<file path="src/rtl/seq_det_pkg.sv">
// Shared helpers for the parametrised serial-pattern detector: state sizing,
// Gray encoding and the elaboration-time transition function.
package seq_det_pkg;

    localparam int MAX_PATTERN_W = 16;

    function automatic int st_width(input int w);
        return $clog2(w + 1);
    endfunction

    function automatic logic [15:0] gray(input logic [15:0] x);
        return x ^ (x >> 1);
    endfunction

    // Longest pattern prefix that is a suffix of (first st pattern bits, then din).
    // In non-overlap mode the full-match state behaves like idle.
    function automatic int next_state(input int st, input logic din,
                                      input logic [15:0] pattern, input int w,
                                      input bit overlap);
        int   base;
        int   len;
        int   res;
        int   pos;
        logic ok;
        logic c;
        base = (st >= w && !overlap) ? 0 : st;
        len  = base + 1;
        res  = 0;
        for (int k = 1; k <= MAX_PATTERN_W; k++) begin
            if (k <= len && k <= w) begin
                ok = 1'b1;
                for (int j = 0; j < MAX_PATTERN_W; j++) begin
                    if (j < k) begin
                        pos = len - k + j;
                        if (pos == base) begin
                            c = din;
                        end else begin
                            c = pattern[w - 1 - pos];
                        end
                        if (c != pattern[w - 1 - j]) begin
                            ok = 1'b0;
                        end
                    end
                end
                if (ok) begin
                    res = k;
                end
            end
        end
        return res;
    endfunction

endpackage

</file>
<file path="src/rtl/seq_detector_param_if.sv">
// Strobe/data inputs and display-path outputs of the pattern detector.
interface seq_detector_param_if #(
    parameter int COUNT_W = 8,
    parameter int ST_W    = 3
);
    logic               enable;
    logic               din;
    logic               clear;
    logic               match;
    logic [COUNT_W-1:0] count;
    logic               sat;
    logic [ST_W-1:0]    state_gray;

    modport master (
        output enable, din, clear,
        input  match, count, sat, state_gray
    );

    modport slave (
        input  enable, din, clear,
        output match, count, sat, state_gray
    );
endinterface

</file>
<file path="src/rtl/seq_detector_param_sat_counter.sv">
// Saturating match counter; a synchronous clear takes priority over an increment.
module sat_counter #(
    parameter int W = 8
) (
    input  logic         clk,
    input  logic         rst,
    input  logic         inc,
    input  logic         clear,
    output logic [W-1:0] q,
    output logic         sat
);

    always_ff @(posedge clk or posedge rst) begin
        if (rst) begin
            q <= '0;
        end else if (clear) begin
            q <= '0;
        end else if (inc && !sat) begin
            q <= q + 1'b1;
        end
    end

    // Once all-ones the counter stops, so the flag stays up until clear or reset.
    assign sat = &q;

endmodule

</file>
<file path="src/rtl/seq_detector_param.sv">
// Moore serial-pattern detector with elaboration-time KMP transition table,
// saturating match counter and Gray-coded state for the display driver.
module seq_detector_param
    import seq_det_pkg::*;
#(
    parameter int                   PATTERN_W = 4,
    parameter logic [PATTERN_W-1:0] PATTERN   = 4'b1100,
    parameter bit                   OVERLAP   = 1'b1,
    parameter int                   COUNT_W   = 8,
    localparam int                  ST_W      = st_width(PATTERN_W)
) (
    input logic                clk,
    input logic                rst,
    seq_detector_param_if.slave bus
);

    // state             | meaning
    // S_IDLE (0)        | no pattern prefix pending
    // 1..PATTERN_W-1    | that many leading pattern bits received
    // S_MATCH (W)       | whole pattern received, match asserted
    typedef enum logic [ST_W-1:0] {
        S_IDLE  = '0,
        S_MATCH = ST_W'(PATTERN_W)
    } state_t;

    if (PATTERN_W < 2 || PATTERN_W > MAX_PATTERN_W) begin : g_bad_width
        $error("seq_detector_param: PATTERN_W must be within 2..16");
    end

    logic [ST_W-1:0] nxt0 [PATTERN_W+1];
    logic [ST_W-1:0] nxt1 [PATTERN_W+1];

    for (genvar s = 0; s <= PATTERN_W; s++) begin : g_rom
        localparam logic [ST_W-1:0] N0 =
            ST_W'(next_state(s, 1'b0, 16'(PATTERN), PATTERN_W, OVERLAP));
        localparam logic [ST_W-1:0] N1 =
            ST_W'(next_state(s, 1'b1, 16'(PATTERN), PATTERN_W, OVERLAP));
        assign nxt0[s] = N0;
        assign nxt1[s] = N1;
    end

    state_t state_q;
    state_t state_d;
    logic   inc;

    always_ff @(posedge clk or posedge rst) begin
        if (rst) begin
            state_q <= S_IDLE;
        end else begin
            state_q <= state_d;
        end
    end

    always_comb begin
        state_d = state_q;
        inc     = 1'b0;
        if (bus.enable) begin
            state_d = state_t'(bus.din ? nxt1[state_q] : nxt0[state_q]);
            inc     = (state_d == S_MATCH);
        end
    end

    // Outputs decode only the state register; din never reaches them directly.
    assign bus.match      = (state_q == S_MATCH);
    assign bus.state_gray = ST_W'(gray(16'(state_q)));

    sat_counter #(
        .W (COUNT_W)
    ) u_count (
        .clk   (clk),
        .rst   (rst),
        .inc   (inc),
        .clear (bus.clear),
        .q     (bus.count),
        .sat   (bus.sat)
    );

endmodule

</file>
<file path="src/flat_wrapper.sv">
// flat-port wrapper written by rule: the top's interface ports become plain ports
module seq_detector_param_flat import seq_det_pkg::*;
#(
    parameter int                   PATTERN_W = 4,
    parameter logic [PATTERN_W-1:0] PATTERN   = 4'b1100,
    parameter bit                   OVERLAP   = 1'b1,
    parameter int                   COUNT_W   = 8,
    localparam int                  ST_W      = st_width(PATTERN_W)
)
  (clk, rst, bus_enable, bus_din, bus_clear, bus_match, bus_count, bus_sat, bus_state_gray);
  seq_detector_param_if #(.COUNT_W(COUNT_W), .ST_W(3)) bus_i ();
  input logic clk;
  input logic rst;
  input wire logic [$bits(bus_i.enable)-1:0] bus_enable;
  input wire logic [$bits(bus_i.din)-1:0] bus_din;
  input wire logic [$bits(bus_i.clear)-1:0] bus_clear;
  output wire logic [$bits(bus_i.match)-1:0] bus_match;
  output wire logic [$bits(bus_i.count)-1:0] bus_count;
  output wire logic [$bits(bus_i.sat)-1:0] bus_sat;
  output wire logic [$bits(bus_i.state_gray)-1:0] bus_state_gray;
  assign bus_i.enable = bus_enable;
  assign bus_i.din = bus_din;
  assign bus_i.clear = bus_clear;
  assign bus_match = bus_i.match;
  assign bus_count = bus_i.count;
  assign bus_sat = bus_i.sat;
  assign bus_state_gray = bus_i.state_gray;
  seq_detector_param #(.PATTERN_W(PATTERN_W), .PATTERN(PATTERN), .OVERLAP(OVERLAP), .COUNT_W(COUNT_W)) u_core (.clk(clk), .rst(rst), .bus(bus_i));
endmodule
</file>
<file path="config.mk">
export PLATFORM = sky130hd
export DESIGN_NAME = seq_detector_param_flat
export DESIGN_NICKNAME = d
export VERILOG_FILES = /design/src/rtl/seq_det_pkg.sv /design/src/rtl/seq_detector_param_if.sv /design/src/rtl/seq_detector_param_sat_counter.sv /design/src/rtl/seq_detector_param.sv /design/src/flat_wrapper.sv
export SDC_FILE = /design/constraint.sdc
export NUM_CORES = 1
export LEC_CHECK = 0
export ABC_AREA = 1
export BUFFER_PORTS_ARGS = -buffer_cell sky130_fd_sc_hd__buf_2
export CORE_MARGIN = 2
export CORE_UTILIZATION = 50
export CTS_BUF_LIST = sky130_fd_sc_hd__clkbuf_4 sky130_fd_sc_hd__clkbuf_8 sky130_fd_sc_hd__clkbuf_16
export DETAILED_ROUTE_END_ITERATION = 7
export PLACE_DENSITY = 0.75
export REMOVE_ABC_BUFFERS = 1
export SLEW_MARGIN = 10
export SYNTH_ARGS = -nofsm -noshare
export SYNTH_HDL_FRONTEND = slang
export SYNTH_SLANG_ARGS = --single-unit
</file>
<file path="constraint.sdc">
create_clock -name clk -period 1.9 [get_ports clk]
set_clock_uncertainty 0.15 [all_clocks]
set_input_delay 0.095 -clock clk [delete_from_list [all_inputs] [get_ports clk]]
set_output_delay 0.095 -clock clk [all_outputs]
set_load 0.005 [all_outputs]
</file>
==> flow_summary_export.csv <==
group,metric,value,unit
floorplanning,die_w,42.75,um
placed_design,placed_cells,127,
critical_path,cp-start-kind,"flip-flop",
power,seq_power_share,0.453,
sta,max_freq,0.5514,GHz
logic_synthesis,netlist.area_leader.share,0.3667,
power,power_switching,181.4,uW
floorplanning,ios,18,
global_routing,grt_first_pass_wirelength,2697,um
cells_and_area,fillCellCount,109,
global_routing,track_usage,0.1972,
status,outcome,"complete, no violations",
power,p_int,426.4,uW
sta,relSlewSlack,0.7299,
placed_design,place_congestion,0.8175,
logic_synthesis,ys.flop_type,"dfrtp_1",
clock_tree,cts_resized,0,
sta,rsz0062_at_grt,"false",
sta,period_needed,1.814,ns
cells_and_area,final_common_cell,"nand2_1",
sta,setup_viol,0,
clock_tree,cts_sinks,11,
cells_and_area,layout.cells.non_filler,135,
clock_tree,root_buffer,"clkbuf_4",
cells_and_area,final_nets,130,
logic_synthesis,ys_seq_elements,11,
global_routing,grt_start_max_net_pins,12,
cells_and_area,final_cell_mix,"nand2_1 (31), buf_2 (17), inv_1 (12)",
cells_and_area,layout-drive-gt1-share,0.2583,
critical_path,end_kind,"flip-flop",
job,cap_violations,0,
global_routing,grt_antenna_before_repair,0,
min_path,hp-class,"in -> reg",
detailed_routing,ant_nets,0,
clock_tree,htreeDepth,1,
cells_and_area,area_delta_synth_final,22.17,%
floorplanning,core,1350,um2
critical_path,critPathMaxFanout,5,
power,p_per_area,662.7,nW/um2
cells_and_area,register_area,275.3,um2
power,leakage,0.5571,nW
global_routing,global_route.overflow_total,0,
global_routing,grt_pass1_vias,618,
power,switching_share,0.2984,
power,combPwrFrac,0.275,
detailed_routing,vias_per_cell,5.148,
detailed_routing,drt-wirelength-per-cell,11.44,um
logic_synthesis,synth_area_leader_cell,"dfrtp_1",
clock_tree,worst_skew_pair.late_latency,0.26,ns
critical_path,crit_path_max_incr_delay,0.56,ns
detailed_routing,drc_errors,0,
clock_tree,cts.clk_slew.worst_paths,0.06,ns
detailed_routing,routed-via-count,695,
critical_path,arrival,1.87,ns
logic_synthesis,synth.distinct_cells,22,
clock_tree,postCtsSetupRepairBufs,0,
sta,final_hold_viol_count,0,
floorplanning,start_util,0.5561,
power,clockPowerShare,0.272,
logic_synthesis,seq_area_frac_synth,0.3667,
placed_design,numPortBuffers,17,
clock_tree,cts-root-to-sink-buffers,2,
sta,fin_crit_sh,0.9545,
critical_path,critical_path_class,"reg -> reg",
logic_synthesis,yosysWarnings,0,
sta,worstMarginPinSlew,0.4046,ns
floorplanning,die-area,1828,um2
cells_and_area,antenna_cells,0,
detailed_routing,drt_iter0_markers,19,
critical_path,crit_required,1.95,ns
floorplanning,die_height,42.75,um
logic_synthesis,avgSynthCellArea,7.820,um2
logic_synthesis,syn_inst,96,
logic_synthesis,syn_area,750.7,um2
logic_synthesis,synth-edff-count,0,
clock_tree,numCtsBuffers,3,
floorplanning,row_count,13,
logic_synthesis,ys_async_sr_fraction,1.000,
logic_synthesis,synth.area.top_cells,"dfrtp_1 (37%), nand2_1 (16%), nor2_8 (8.0%)",
detailed_routing,drt_wl_total,1545,um
sta,setup-tns-final,0,ns
sta,slew_violations,0,
critical_path,slowest_stage,"dlygate4sd3_1",
critical_path,crit_path_cell_trace,"inv_1 -> ha_1 -> nand3_1 -> a31oi_1 -> dlygate4sd3_1",
power,p_total,607.8,uW
power,max-vdd-ir-drop,541.3,uV
clock_tree,cts_tree,"yes",
cells_and_area,multiInputGateArea,409.1,um2
detailed_routing,drt_pass1_iterations,5,
placed_design,hpwl,1148,um
clock_tree,holdBufCountCts,4,
-- flip-flops by register name, summed over array words and instances (netlist names) --
| name | flops |
|---|---|
| u_core.state_q | 3 |
| u_core.u_count.q | 8 |
-- cell usage after synthesis, types with 2 or more instances --
cell type  instances
dfrtp_1           11
xor2_1             3
nand4_1            4
inv_1             12
ha_1               4
a31oi_1            2
nand3_1            7
nor2_1             7
nor2_8             3
nand2_1           31
-- critical path: cells and delay by family, from the launching register on --
kind	cells	cell delay, ns
buf+inv	2	0.62
flops	1	0.43
compound gates	1	0.16
simple gates	1	0.08
fa+ha+maj	1	0.31
-- power groups by stage --
stage               combinational (mW)  sequential (mW)  clock, mW
floorplan                        0.102            0.275          0
global route                     0.188            0.277      0.182
CTS                              0.166            0.274      0.170
finish                           0.167            0.275      0.166
global placement                 0.148            0.278          0
detailed placement               0.152            0.278          0
-- cell type report --
cell class / count / share of cell area
Inverter: 15 / 0.06412
Sequential cell: 11 / 0.3001
Multi-Input combinational cell: 69 / 0.4461
Clock buffer: 4 / 0.03274
Timing Repair Buffer: 21 / 0.1364
Tap cell: 15 / 0.02046
-- kinds of logic after synthesis --
group,count (synthesis),share of synthesized area
buffers and inverters,16,0.08833
adder cells (fa/ha/maj),4,0.06667
AO/OA/AOI/OAI,3,0.02332
AND/OR/NAND/NOR,59,0.4200
XOR/XNOR,3,0.03501
flip-flops,11,0.3667
-- final timing paths --
| kind | start | to | slack, ns | depth (start not counted) |
|---|---|---|---|---|
| worst min-delay path | bus_clear | u_core.u_count.q[2]$_DFFE_PP0P_ | 0.02 | 4 |
| worst max register to register | u_core.state_q[1]$_DFFE_PP0P_ | u_core.state_q[1]$_DFFE_PP0P_ | 0.09 | 5 |
| max in group asynchronous | rst | u_core.state_q[0]$_DFFE_PP0P_ | 1.11 | 3 |
| min in group asynchronous | rst | u_core.state_q[2]$_DFFE_PP0P_ | 0.21 | 3 |
| worst min register to register | u_core.u_count.q[1]$_DFFE_PP0P_ | u_core.u_count.q[1]$_DFFE_PP0P_ | 0.40 | 2 |
| worst max-delay path | u_core.state_q[1]$_DFFE_PP0P_ | u_core.state_q[1]$_DFFE_PP0P_ | 0.09 | 5 |
-- through the flow --
stage	utilization	instance area (um2)	setup WS [ns]	hold WS [ns]
CTS	0.6793	917.1	0.09754	0.01825
global route	0.6793	917.1	0.007767	0.02883
detailed placement	0.6274	847.1	0.3190	-0.05097
floorplan	-	743.2	0.4328	-0.2026
global placement	0.6274	847.1	0.3446	-0.05157
finish	0.6793	917.1	0.08637	0.02089
-- per-layer routing --
metal	global-route usage	routed length, um	part of all wire	up-vias
met2	0.3061	729	0.47	16
met5	0	0	0	-
li1	-	-	-	349
met3	0.07660	69	0.045	2
met1	0.2520	732	0.47	328
met4	0.05625	12	0.0078	0
(Power assumes the default switching activity.)
